`config.mk`:
```
export PLATFORM = sky130hd
export DESIGN_NAME = ball_motion_controller
export DESIGN_NICKNAME = d
export VERILOG_FILES = /design/src/rtl/ball_motion_pkg.sv /design/src/rtl/ball_axis_integrator.sv /design/src/rtl/ball_motion_controller.sv
export SDC_FILE = /design/constraint.sdc
export NUM_CORES = 1
export LEC_CHECK = 0
export ABC_AREA = 1
export CAP_MARGIN = 20
export CELL_PAD_IN_SITES_DETAIL_PLACEMENT = 0
export CELL_PAD_IN_SITES_GLOBAL_PLACEMENT = 1
export CORE_MARGIN = 2
export CORE_UTILIZATION = 35
export DETAILED_ROUTE_END_ITERATION = 10
export PLACE_DENSITY_LB_ADDON = 0.1
export SLEW_MARGIN = 10
export SYNTH_ARGS = -nofsm -noshare
export SYNTH_HDL_FRONTEND = slang
export SYNTH_SLANG_ARGS = --single-unit
```
`constraint.sdc`:
```
create_clock -name clk -period 5.45 [get_ports clk]
set_clock_uncertainty 0.1 [all_clocks]
set_input_delay 1.3625 -clock clk [delete_from_list [all_inputs] [get_ports clk]]
set_output_delay 1.3625 -clock clk [all_outputs]
set_load 0.02 [all_outputs]
```
`src/rtl/ball_motion_pkg.sv`:
```
// Shared constants for the ball motion slice: FSM encoding, directions
// and the playfield limits also used by the player and wall controllers.
package ball_motion_pkg;

   typedef enum logic [1:0] {
      ST_SERVE = 2'd0,
      ST_PLAY  = 2'd1,
      ST_MISS  = 2'd2
   } state_e;

   localparam logic DIR_LEFT  = 1'b0;
   localparam logic DIR_RIGHT = 1'b1;

   localparam int H_BITWIDTH_DEF   = 9;
   localparam int V_BITWIDTH_DEF   = 9;
   localparam int H_MIN_DEF        = 16;
   localparam int H_MAX_DEF        = 240;
   localparam int V_MIN_DEF        = 8;
   localparam int V_MAX_DEF        = 232;
   localparam int BALL_HEIGHT_DEF  = 4;
   localparam int H_CENTER_DEF     = 128;
   localparam int V_CENTER_DEF     = 120;
   localparam int SERVE_FRAMES_DEF = 60;

   // Zero speed would stall the ball forever; treat it as one pixel.
   function automatic logic [2:0] eff_speed(input logic [2:0] s);
      return (s == 3'd0) ? 3'd1 : s;
   endfunction

endpackage

```
`src/rtl/ball_axis_integrator.sv`:
```
// One axis of ball motion: pos + signed step, limit flags, optional clamp.
// Ports: pos/step in, pos_next out, below/above flag the crossed limit.
module ball_axis_integrator #(
   parameter int W     = 9,
   parameter int LO    = 0,
   parameter int HI    = 255,
   parameter bit CLAMP = 1'b1
) (
   input  logic [W-1:0]        pos,
   input  logic signed [W:0]   step,
   output logic [W-1:0]        pos_next,
   output logic                below,
   output logic                above
);

   // Two guard bits so neither underflow nor overflow can wrap.
   localparam int SW = W + 2;
   localparam logic signed [SW-1:0] LO_S = SW'(LO);
   localparam logic signed [SW-1:0] HI_S = SW'(HI);
   localparam logic [W-1:0] LO_U = W'(LO);
   localparam logic [W-1:0] HI_U = W'(HI);

   logic signed [SW-1:0] pos_s;
   logic signed [SW-1:0] step_s;
   logic signed [SW-1:0] sum;

   assign pos_s  = {2'b00, pos};
   assign step_s = {step[W], step};
   assign sum    = pos_s + step_s;
   assign below  = sum < LO_S;
   assign above  = sum > HI_S;

   always_comb begin
      pos_next = sum[W-1:0];
      if (CLAMP) begin
         if (below)
            pos_next = LO_U;
         else if (above)
            pos_next = HI_U;
      end
   end

endmodule

```
`src/rtl/ball_motion_controller.sv`:
```
// Per-frame ball scheduler: serve delay, motion, rebound, walls, misses.
// Ports: clk/reset, frame_start, pixel hits, speed/english in; ball pos/enable, miss pulses, state out.
module ball_motion_controller
   import ball_motion_pkg::*;
#(
   parameter int h_bitwidth   = H_BITWIDTH_DEF,
   parameter int v_bitwidth   = V_BITWIDTH_DEF,
   parameter int H_MIN        = H_MIN_DEF,
   parameter int H_MAX        = H_MAX_DEF,
   parameter int V_MIN        = V_MIN_DEF,
   parameter int V_MAX        = V_MAX_DEF,
   parameter int BALL_HEIGHT  = BALL_HEIGHT_DEF,
   parameter int H_CENTER     = H_CENTER_DEF,
   parameter int V_CENTER     = V_CENTER_DEF,
   parameter int SERVE_FRAMES = SERVE_FRAMES_DEF
) (
   input  logic                  clk,
   input  logic                  reset,
   input  logic                  frame_start,
   input  logic                  ball_pix,
   input  logic                  p1_pix,
   input  logic                  p2_pix,
   input  logic [2:0]            h_speed,
   input  logic [3:0]            english,
   input  logic                  serve_req,
   output logic [h_bitwidth-1:0] ball_h_pos,
   output logic [v_bitwidth-1:0] ball_v_pos,
   output logic                  ball_enable,
   output logic                  miss_p1,
   output logic                  miss_p2,
   output logic [1:0]            state_dbg
);

   localparam int CW = $clog2(SERVE_FRAMES + 1);
   localparam logic [CW-1:0] CNT_INIT = CW'(SERVE_FRAMES);
   localparam logic [h_bitwidth-1:0] H_C = h_bitwidth'(H_CENTER);
   localparam logic [v_bitwidth-1:0] V_C = v_bitwidth'(V_CENTER);

   state_e state, state_nxt;

   logic                        h_dir;
   logic signed [v_bitwidth:0]  v_vel;
   logic [CW-1:0]               cnt;
   logic                        hit1, hit2;
   logic                        missed_left;

   logic                        hit_any;
   logic                        eff_dir;
   logic signed [v_bitwidth:0]  eff_vel;
   logic signed [v_bitwidth:0]  eng_ext;
   logic signed [h_bitwidth:0]  spd_s;
   logic signed [h_bitwidth:0]  h_step;
   logic [h_bitwidth-1:0]       h_next;
   logic [v_bitwidth-1:0]       v_next;
   logic                        h_below, h_above;
   logic                        v_below, v_above;

   // A rebound latched during the frame takes effect before the move.
   assign hit_any = hit1 | hit2;
   assign eng_ext = {{(v_bitwidth-3){english[3]}}, english};
   assign eff_dir = hit_any ? ~h_dir : h_dir;
   assign eff_vel = hit_any ? eng_ext : v_vel;
   assign spd_s   = (h_bitwidth+1)'(eff_speed(h_speed));
   assign h_step  = (eff_dir == DIR_RIGHT) ? spd_s : -spd_s;

   ball_axis_integrator #(
      .W     (h_bitwidth),
      .LO    (H_MIN),
      .HI    (H_MAX),
      .CLAMP (1'b0)
   ) u_h_axis (
      .pos      (ball_h_pos),
      .step     (h_step),
      .pos_next (h_next),
      .below    (h_below),
      .above    (h_above)
   );

   ball_axis_integrator #(
      .W     (v_bitwidth),
      .LO    (V_MIN),
      .HI    (V_MAX - BALL_HEIGHT),
      .CLAMP (1'b1)
   ) u_v_axis (
      .pos      (ball_v_pos),
      .step     (eff_vel),
      .pos_next (v_next),
      .below    (v_below),
      .above    (v_above)
   );

   always_ff @(posedge clk) begin
      if (reset)
         state <= ST_SERVE;
      else
         state <= state_nxt;
   end

   always_comb begin
      state_nxt = state;
      if (frame_start) begin
         unique case (state)
            ST_SERVE:
               if (!serve_req && cnt <= CW'(1))
                  state_nxt = ST_PLAY;
            ST_PLAY:
               if (serve_req)
                  state_nxt = ST_SERVE;
               else if (h_below || h_above)
                  state_nxt = ST_MISS;
            ST_MISS:
               state_nxt = ST_SERVE;
            default:
               state_nxt = ST_SERVE;
         endcase
      end
   end

   always_comb begin
      ball_enable = (state == ST_PLAY);
      state_dbg   = state;
   end

   always_ff @(posedge clk) begin
      if (reset) begin
         ball_h_pos  <= H_C;
         ball_v_pos  <= V_C;
         h_dir       <= DIR_RIGHT;
         v_vel       <= '0;
         cnt         <= CNT_INIT;
         hit1        <= 1'b0;
         hit2        <= 1'b0;
         missed_left <= 1'b0;
         miss_p1     <= 1'b0;
         miss_p2     <= 1'b0;
      end else begin
         miss_p1 <= 1'b0;
         miss_p2 <= 1'b0;
         // Only hits against the current direction count.
         if (state == ST_PLAY && !frame_start) begin
            if (ball_pix && p1_pix && h_dir == DIR_LEFT)
               hit1 <= 1'b1;
            if (ball_pix && p2_pix && h_dir == DIR_RIGHT)
               hit2 <= 1'b1;
         end
         if (frame_start) begin
            unique case (state)
               ST_SERVE: begin
                  if (serve_req)
                     cnt <= CNT_INIT;
                  else if (cnt != '0)
                     cnt <= cnt - CW'(1);
               end
               ST_PLAY: begin
                  hit1 <= 1'b0;
                  hit2 <= 1'b0;
                  if (serve_req) begin
                     ball_h_pos <= H_C;
                     ball_v_pos <= V_C;
                     v_vel      <= '0;
                     cnt        <= CNT_INIT;
                  end else begin
                     h_dir      <= eff_dir;
                     ball_h_pos <= h_next;
                     ball_v_pos <= v_next;
                     v_vel      <= (v_below || v_above) ? -eff_vel : eff_vel;
                     miss_p1    <= h_below;
                     miss_p2    <= h_above && !h_below;
                     if (h_below || h_above)
                        missed_left <= h_below;
                  end
               end
               ST_MISS: begin
                  ball_h_pos <= H_C;
                  ball_v_pos <= V_C;
                  v_vel      <= '0;
                  cnt        <= CNT_INIT;
                  h_dir      <= missed_left ? DIR_LEFT : DIR_RIGHT;
               end
               default: ;
            endcase
         end
      end
   end

endmodule

```
# Yosys cells after proc, flatten, opt, wreduce, memory -nomap -nowiden
# Index checks and enable logic that the tools add are counted.
# totals
reg_bits	42
# classes
order_cmp	5
eq_ne	7
n_reduce_logical	23
mux	32
n_addsub	5
n_bitwise	5
# op_table
operator	n
two-way mux 10 bit	4
two-way mux 9 bit	4
case mux 9 bit (2 select lines)	2
adder 10 x 10 -> 11 bit	2
> comparator 11 x 9 -> 1 bit (second input constant)	2
case mux 10 bit (2 select lines)	1
two-way mux 6 bit	3
case mux 6 bit (3 select lines)	1
< comparator 11 x 5 -> 1 bit (second input constant)	1
< comparator 11 x 6 -> 1 bit (second input constant)	1
two-way mux 1 bit	11
negation 10 bit	1
negation 3 -> 10 bit	1
AND reduction 4 bit	2
logical AND 1 bit	7
less-or-equal comparator 6 x 1 -> 1 bit (second input constant)	1
two-way mux 2 bit	3
!= test 2 bit (second input constant)	3
AND reduction 3 bit	2
nonzero test 6 bit	1
subtractor 6 x 1 -> 6 bit (second input constant)	1
NOT 1 bit	4
case mux 2 bit (2 select lines)	1
OR reduction 4 bit	1
other kinds (14)	17

# Longest topological paths before layout
# Gate-level depths: netlist of the first run.
# depth
depth_word	10
depth_mapped	22
mapped_depth_nobuf	22

# Hierarchy
# From an unflattened synthesis of the first run, not the netlist that was laid out.
# hier_totals
hier_cells	567
hier_area_um2	3598.5
# by_module_without_submodules
module	cells_per_inst	n_inst	area_per_inst_um2	seq_area_each_um2
ball_motion_controller	312	1	2237.1	840.8
ball_axis_integrator (u_v_axis)	145	1	782.0	0.0
ball_axis_integrator (u_h_axis)	110	1	579.3	0.0

# Worst setup path after synthesis of the first run
# Ideal clock, no wire load.
# synth_path
path_kind	in2reg
from	input h_speed[1]
to	register state[0] (netlist: state_dbg[0])
arrival_time_ns	3.679
t_required_ns	5.282
setup_slack_ns	1.603
stages	22
path_buffers	0
path_cell_list	inv_1 -> a21oi_1 -> ha_1 -> ha_1 -> nand2_1 -> o21ai_0 -> ha_1 -> a21oi_1 -> nand2_1 -> nand3_2 -> nand2_1 -> nand2_2 -> nand2_2 -> nand2_1 -> nand3_1 -> nand2_1 -> nor2_1 -> nand2_1 -> nand4_2 -> nand2_2 -> nand2_1 -> a21oi_2
# synth_between
elab_chain_len	9
# synth_rtl
item	line_no	rtl
from (decl)	ball_motion_controller.sv:23	input logic [2:0] h_speed,
zero test 3 bit	ball_motion_pkg.sv:27	return (s == 3'd0) ? 3'd1 : s;
two-way mux 3 bit *	ball_motion_pkg.sv:27	
negation 3 -> 10 bit	ball_motion_controller.sv:64	assign h_step = (eff_dir == DIR_RIGHT) ? spd_s : -spd_s;
two-way mux 10 bit *	ball_motion_controller.sv:64	
adder 10 x 10 -> 11 bit *	ball_axis_integrator.sv:29	assign sum = pos_s + step_s;
< comparator 11 x 6 -> 1 bit / > comparator 11 x 9 -> 1 bit (equally long branches)	ball_axis_integrator.sv:30, ball_axis_integrator.sv:31	
logical OR 1 bit *	ball_motion_controller.sv:109	else if (h_below || h_above)
!= test 3 x 2 -> 1 bit (no line) *	--	
AND reduction 3 bit (no line) *	--	
to (signal assigned)	ball_motion_controller.sv:96	state <= state_nxt;
to (decl)	ball_motion_controller.sv:39	state_e state, state_nxt;
# Mark *: on every way between the ends. The rest lies on a longest branch, timed or not.
# A chain may end at the register's enable or synchronous reset.

# Worst setup path after layout of the first run
# layout_path
from	input h_speed[1]
to	register state[1] (netlist: state_dbg[1])
# Same word-level chain as after synthesis.

==> impl_metrics.toml, run 1 <==
[run_status]
outcome = "completed"

[cts]
cts_root_buf = "clkbuf_8"
cts_tree = "yes"
hold_buffers = 0
cts_made_buffers = 5
clk_pin_slew_ns = 0.09
cts.sink_count = 42
insertion_delay_ns = 0.30
clockBufferDepth = 2
cts_resized = 0
cts_setup_buffers = 0
cts_htree_levels = 2

[layout]
utilization_pct = 41.76
final_area_um2 = 4025
diodes = 0
regArea_um2 = 840.8
fillers = 1057
finalNetCount = 597
syn_to_final_growth_pct = 17.80
drive_gt1_share_pct = 10.22
multi_input_area_um2 = 2255

[timing]
finalMaxSlewViolations = 0
max_slew.worst_pin.slew_ns = 0.8140
fmax_ghz = 0.2294
max_slew_margin_pct = 45.16
totalNegativeSetupSlack_ns = 0
setup-violations-final = 0
rsz0062_at_grt = "false"
fin_ws_ns = 1.090
fin_crit_ns = 4.360
finalHoldViolCount = 0
hold_slack_ns = 0.3687
fin_crit_sh_pct = 79.99

[yosys]
synth_top_area_share_pct = 24.61
synth_area_leader_cell = "dfxtp_1"
synthArstFlopShare_pct = 0
seq_area_frac_synth_pct = 24.61
synth-edff-count = 0
netlist_instances = 518
synth.top_cells.by_area = "dfxtp_1 25%, nand2_1 14%, ha_1 8.8%, nand3_1 8.5%, inv_1 7.9%"
ys_seq_elements = 42
synth.most_common_cell = "nand2_1"
syn_avg_cell_area_um2 = 6.597
ys_warn_count = 0
synthesis.nets = 558
ys.flop_type = "dfxtp_1"
yosys.cell_types.count = 38
synth_area_um2 = 3417
synthTopCellsByCount = "128 x nand2_1, 72 x inv_1, 58 x nand3_1, 42 x dfxtp_1, 41 x a21oi_1"

[global_route]
antenna_found_initial = 0
grt_max_degree = 30
track_usage_pct = 18.08
grt_overflow_total = 0
busiest_layer = "met2"
use_met3_pct = 2.305
grt_pass1_vias = 3196
met2_usage_pct = 30.27
grt_pass1_wl_mm = 15.21
grt.met1_usage_pct = 25.24

[placed_design]
io_buffers = 36
gp_congestion = 0.8693
place_hpwl_mm = 7.020
placed_area_um2 = 3933
dpl_worst_slack_ns = 0.7738

[power]
max-vdd-ir-drop_uv = 104.3
leakagePower_nw = 1.940
powerDensity_nw_per_um2 = 137.4

[drt]
dr.first_iter.drc_count = 114
drtPass1Iterations = 5
num_vias = 3312
wl_per_cell_um = 12.87
vias_per_cell = 4.793
antenna_left = 0
totalWireLength_mm = 8.894
drt_drc_violations_left = 0

[die]
die_area_um2 = 10570
io_pins = 37
start_util_pct = 35.45
fp-row-count = 36
die_y_um = 102.8
die_w_um = 102.8
core_um2 = 9639

[critical_path]
critPathCaptureType = "flop"
cp_data_arrival_time_ns = 4.49
startpoint_type = "primary input"
cp_max_fo = 5
required_ns = 5.58
path_class = "primary input to flop"

[run]
cap_violations = 0

[hold_path]
hold_path.class = "flop to flop"
[layout by cell type, fill, tap and decap left out, types with 4 or more instances in the layout]
cell | Yosys | layout
nor2_1 | 36 | 36
nand2_2 | 10 | 10
xor2_1 | 7 | 7
nor3_1 | 10 | 10
nand3_4 | 6 | 6
dfxtp_1 | 42 | 42
a21oi_2 | 4 | 4
ha_1 | 24 | 24
o21ai_0 | 24 | 24
inv_1 | 72 | 72
clkbuf_8 | 0 | 5
nand2_4 | 8 | 8
a21oi_1 | 41 | 41
nand3_1 | 58 | 58
nor2_2 | 4 | 4
nand2_1 | 128 | 128
nand4_1 | 8 | 8
clkdlybuf4s50_1 | 0 | 36
[cell families (layout without fill, tap and decap cells)]
logic type / after synthesis / after routing / share of synthesized area [%]
adder cells (fa/ha/maj): 26 / 26 / 9.960
XOR/XNOR: 8 / 8 / 2.270
AO/OA/AOI/OAI: 83 / 83 / 13.88
AND/OR/NAND/NOR: 276 / 276 / 39.88
flip-flops: 42 / 42 / 24.61
buffers and inverters: 83 / 123 / 9.411
[layer usage]
| metal | vias to the layer above | part of all wire, % | wire length, µm |
|---|---|---|---|
| met5 | - | 0 | 0 |
| met4 | 0 | 0.96 | 85 |
| met3 | 6 | 2.9 | 262 |
| met2 | 45 | 46 | 4067 |
| met1 | 1488 | 50 | 4479 |
| li1 | 1773 | - | - |
[through the flow]
stage / total power, mW / instances
final: 0.5530 / 691
after global routing: 0.5833 / 691
after CTS: 0.5654 / 691
after detailed placement: 0.3518 / 683
after global placement: 0.3518 / 683
after floorplan: 0.3351 / 518
[sequential cells by signal, summed over array words and instances, names as in the netlist]
name	count
ball_h_pos	9
ball_v_pos	9
cnt	6
h_dir	1
hit1	1
hit2	1
miss_p1	1
miss_p2	1
missed_left	1
state_dbg	2
v_vel	10
[final timing paths]
| check | startpoint | end | slack, ns | cells past startpoint |
|---|---|---|---|---|
| setup / recovery | h_speed[1] | state_dbg[1] | 1.09 | 23 |
| hold / removal | v_vel[4] | v_vel[4] | 0.37 | 2 |
| setup reg to reg | hit2 | v_vel[7] | 2.13 | 21 |
| hold reg to reg | v_vel[4] | v_vel[4] | 0.37 | 2 |
[layout make-up]
type / count / share of cell area (%)
multi-input combinational: 393 / 56.01
inverter: 76 / 7.150
tap: 133 / 4.134
timing repair buffer: 39 / 9.512
clock inverter: 3 / 0.5906
sequential: 42 / 20.89
clock buffer: 5 / 1.710
[where the power goes]
group / internal [mW] / switching [mW]
registers: 0.309 / 0.00157
logic: 0.0153 / 0.0186
clock network: 0.0917 / 0.117
[critical path, stage by stage]
cell and delay [ns]:
clkdlybuf4s50_1 0.46, inv_1 0.06, a21oi_1 0.18, ha_1 0.18, ha_1 0.22, nand2_1 0.06
o21ai_0 0.07, ha_1 0.35, a21oi_1 0.27, nand2_1 0.13, nand3_2 0.12, nand2_1 0.07
nand2_2 0.08, nand2_2 0.07, nand2_1 0.06, nand2_1 0.07, nand3b_1 0.12, nor2_1 0.06
nor2_2 0.13, nand4_2 0.12, nand2_2 0.09, nand2_1 0.06, a21oi_2 0.11
No activity file was read; power rests on OpenSTA's default activity.
==> run 2, diff against run 1 <==
==> constraint.sdc (replaced) <==
create_clock -name clk -period 3.75 [get_ports clk]
set_clock_uncertainty 0.1 [all_clocks]
set_input_delay 0.9375 -clock clk [delete_from_list [all_inputs] [get_ports clk]]
set_output_delay 0.9375 -clock clk [all_outputs]
set_load 0.02 [all_outputs]
==> run 2 against run 1 <==
Effect of this change:
- core utilization rose by 7.1 points
- first-iteration DRC count fell by 7.9%
- global-route usage rose by 0.77 points
- via count rose by 9.2%
- worst hold slack got worse by 0.0013 ns
- die area did not move
- worst setup slack got worse by 0.90 ns
- routed wire length rose by 7.0%
==> impl_metrics.toml, run 2 (same netlist as run 1, synthesis figures left out) <==
[cts]
clk_pin_slew_ns = 0.09
cts_root_buf = "clkbuf_8"
cts_tree = "yes"
cts_made_buffers = 5
clockBufferDepth = 2
hold_buffers = 0
cts.sink_count = 42
cts_htree_levels = 2
insertion_delay_ns = 0.30

[critical_path]
critPathCaptureType = "flop"
cp_data_arrival_time_ns = 3.66
crit_family = "simple AND/OR/NAND/NOR gates"
cpMostUsedCell = "nand2_1"
slowest_stage = "clkdlybuf4s50_1"
cp_max_fo = 5
required_ns = 3.85
startpoint_type = "primary input"
worst-path-buf-inv = 3
path_class = "primary input to flop"
rr_worst_depth = 16
crit_path_max_incr_delay_ns = 0.47
cp.depth = 21
crit_chain = "clkdlybuf4s50_1 -> a21oi_2 -> ha_2 -> ha_1 -> nand2_1 -> o21ai_2 -> ha_4 -> a21oi_4 -> buf_6 -> inv_1 -> nand3_1 -> nand2_1 -> nand2_1 -> nand3_1 -> nand2_1 -> nand2_1 -> nor2_2 -> nand2_2 -> nand3_2 -> nand2_2 -> a31o_1"

[global_route]
antenna_found_initial = 0
track_usage_pct = 18.85
grt_pass1_vias = 3401
grt_pass1_wl_mm = 15.75
grt_max_degree = 29
grt_overflow_total = 0

[hold_path]
hold_depth = 2
hold_path.class = "flop to flop"

[timing]
finalMaxSlewViolations = 0
fin_crit_ns = 3.562
fin_crit_sh_pct = 94.99
setup-violations-final = 0
finalHoldViolCount = 0
max_slew.worst_pin.slew_ns = 0.5264
max_slew_margin_pct = 64.54
totalNegativeSetupSlack_ns = 0
fmax_ghz = 0.2807
rsz0062_at_grt = "true"
hold_slack_ns = 0.3674

[drt]
dr.first_iter.drc_count = 105
drt_drc_violations_left = 0
drtPass1Iterations = 4
vias_per_cell = 4.818
num_vias = 3618
totalWireLength_mm = 9.514
wl_per_cell_um = 12.67
antenna_left = 0

[die]
io_pins = 37
start_util_pct = 35.45
die_area_um2 = 10570
fp-row-count = 36
die_w_um = 102.8
core_um2 = 9639
die_y_um = 102.8

[layout]
syn_to_final_growth_pct = 37.86
top_register = "v_vel"
final_cell_mix = "120 x nand2_1, 68 x inv_1, 62 x buf_4"
utilization_pct = 48.87
mostFrequentLayoutCell = "nand2_1"
largest_reg_flops = 10
layoutNonFillerInstCount = 751
reg.largest.list = "v_vel (10), ball_h_pos (9), ball_v_pos (9)"
finalNetCount = 657
drive_gt1_share_pct = 24.92
diodes = 0

[placed_design]
gp_congestion = 0.8701
io_buffers = 36
place_hpwl_mm = 7.314
post-place-cells = 737

[run]
cap_violations = 0

[run_status]
outcome = "completed"

[power]
powerDensity_nw_per_um2 = 175.0
leakagePower_nw = 2.286
max-vdd-ir-drop_uv = 155.2
[run 2: cell types whose count changed in the layout (fill, tap and decap cells not counted), sizes merged]
cell	delta
clkdlybuf4s50	-2
buf	+60
dlygate4sd2	+1
dlymetal6s2s	+1
[run 2: power by group]
group,internal [mW],switching (mW)
combinational,0.0280,0.0310
sequential,0.449,0.00229
clock,0.134,0.181
[run 2: repair_timing]
item / in CTS / in global routing
resized for setup: 7 / 52
endpoints found under the setup margin: 3 / 23
pin swaps: 11 / 21
setup buffers: 4 / 2
[run 2: metrics by stage]
| stage | setup slack (ns) | instance area [µm²] | power, mW |
|---|---|---|---|
| after floorplan | 0.3284 | 3417 | 0.4870 |
| after global placement | -0.3205 | 4338 | 0.5149 |
| after detailed placement | -0.3501 | 4338 | 0.5151 |
| after CTS | 0.01847 | 4474 | 0.8331 |
| after global routing | -0.004343 | 4711 | 0.8621 |
| final | 0.1878 | 4711 | 0.8245 |
[run 2: cell type report]
type,count,area (µm²)
flip-flops and latches,42,840.8
clock inverters,3,23.77
repair buffers,99,838.3
multi-input cells,393,2485
fillers,1036,4928
clock buffers,5,68.82
well taps,133,166.4
inverters,76,287.8
[run 2: worst paths after layout]
kind	start	endpoint	slack (ns)
worst max-delay path	h_speed[0]	missed_left	0.19
worst min register to register	v_vel[1]	v_vel[1]	0.37
worst min-delay path	v_vel[1]	v_vel[1]	0.37
worst max register to register	hit2	ball_v_pos[1]	0.63
[run 2: routing by layer]
layer	share of wire (%)	track usage (%)	vias up	wire, µm
met3	2.9	2.441	14	278
li1	-	-	1890	-
met4	1.5	5.466	0	146
met1	49	25.79	1666	4649
met5	0	0	-	0
met2	47	31.17	48	4439
[run 2: worst register-to-register path, delay by kind of cell, from the launching register on]
| kind | cells | cell delay, ns |
|---|---|---|
| and+or+nand+nor | 9 | 1.10 |
| AOI/OAI and AO/OA | 4 | 0.71 |
| adders and majority gates | 2 | 0.69 |
| DFF | 1 | 0.35 |
| buffers and inverters | 1 | 0.12 |
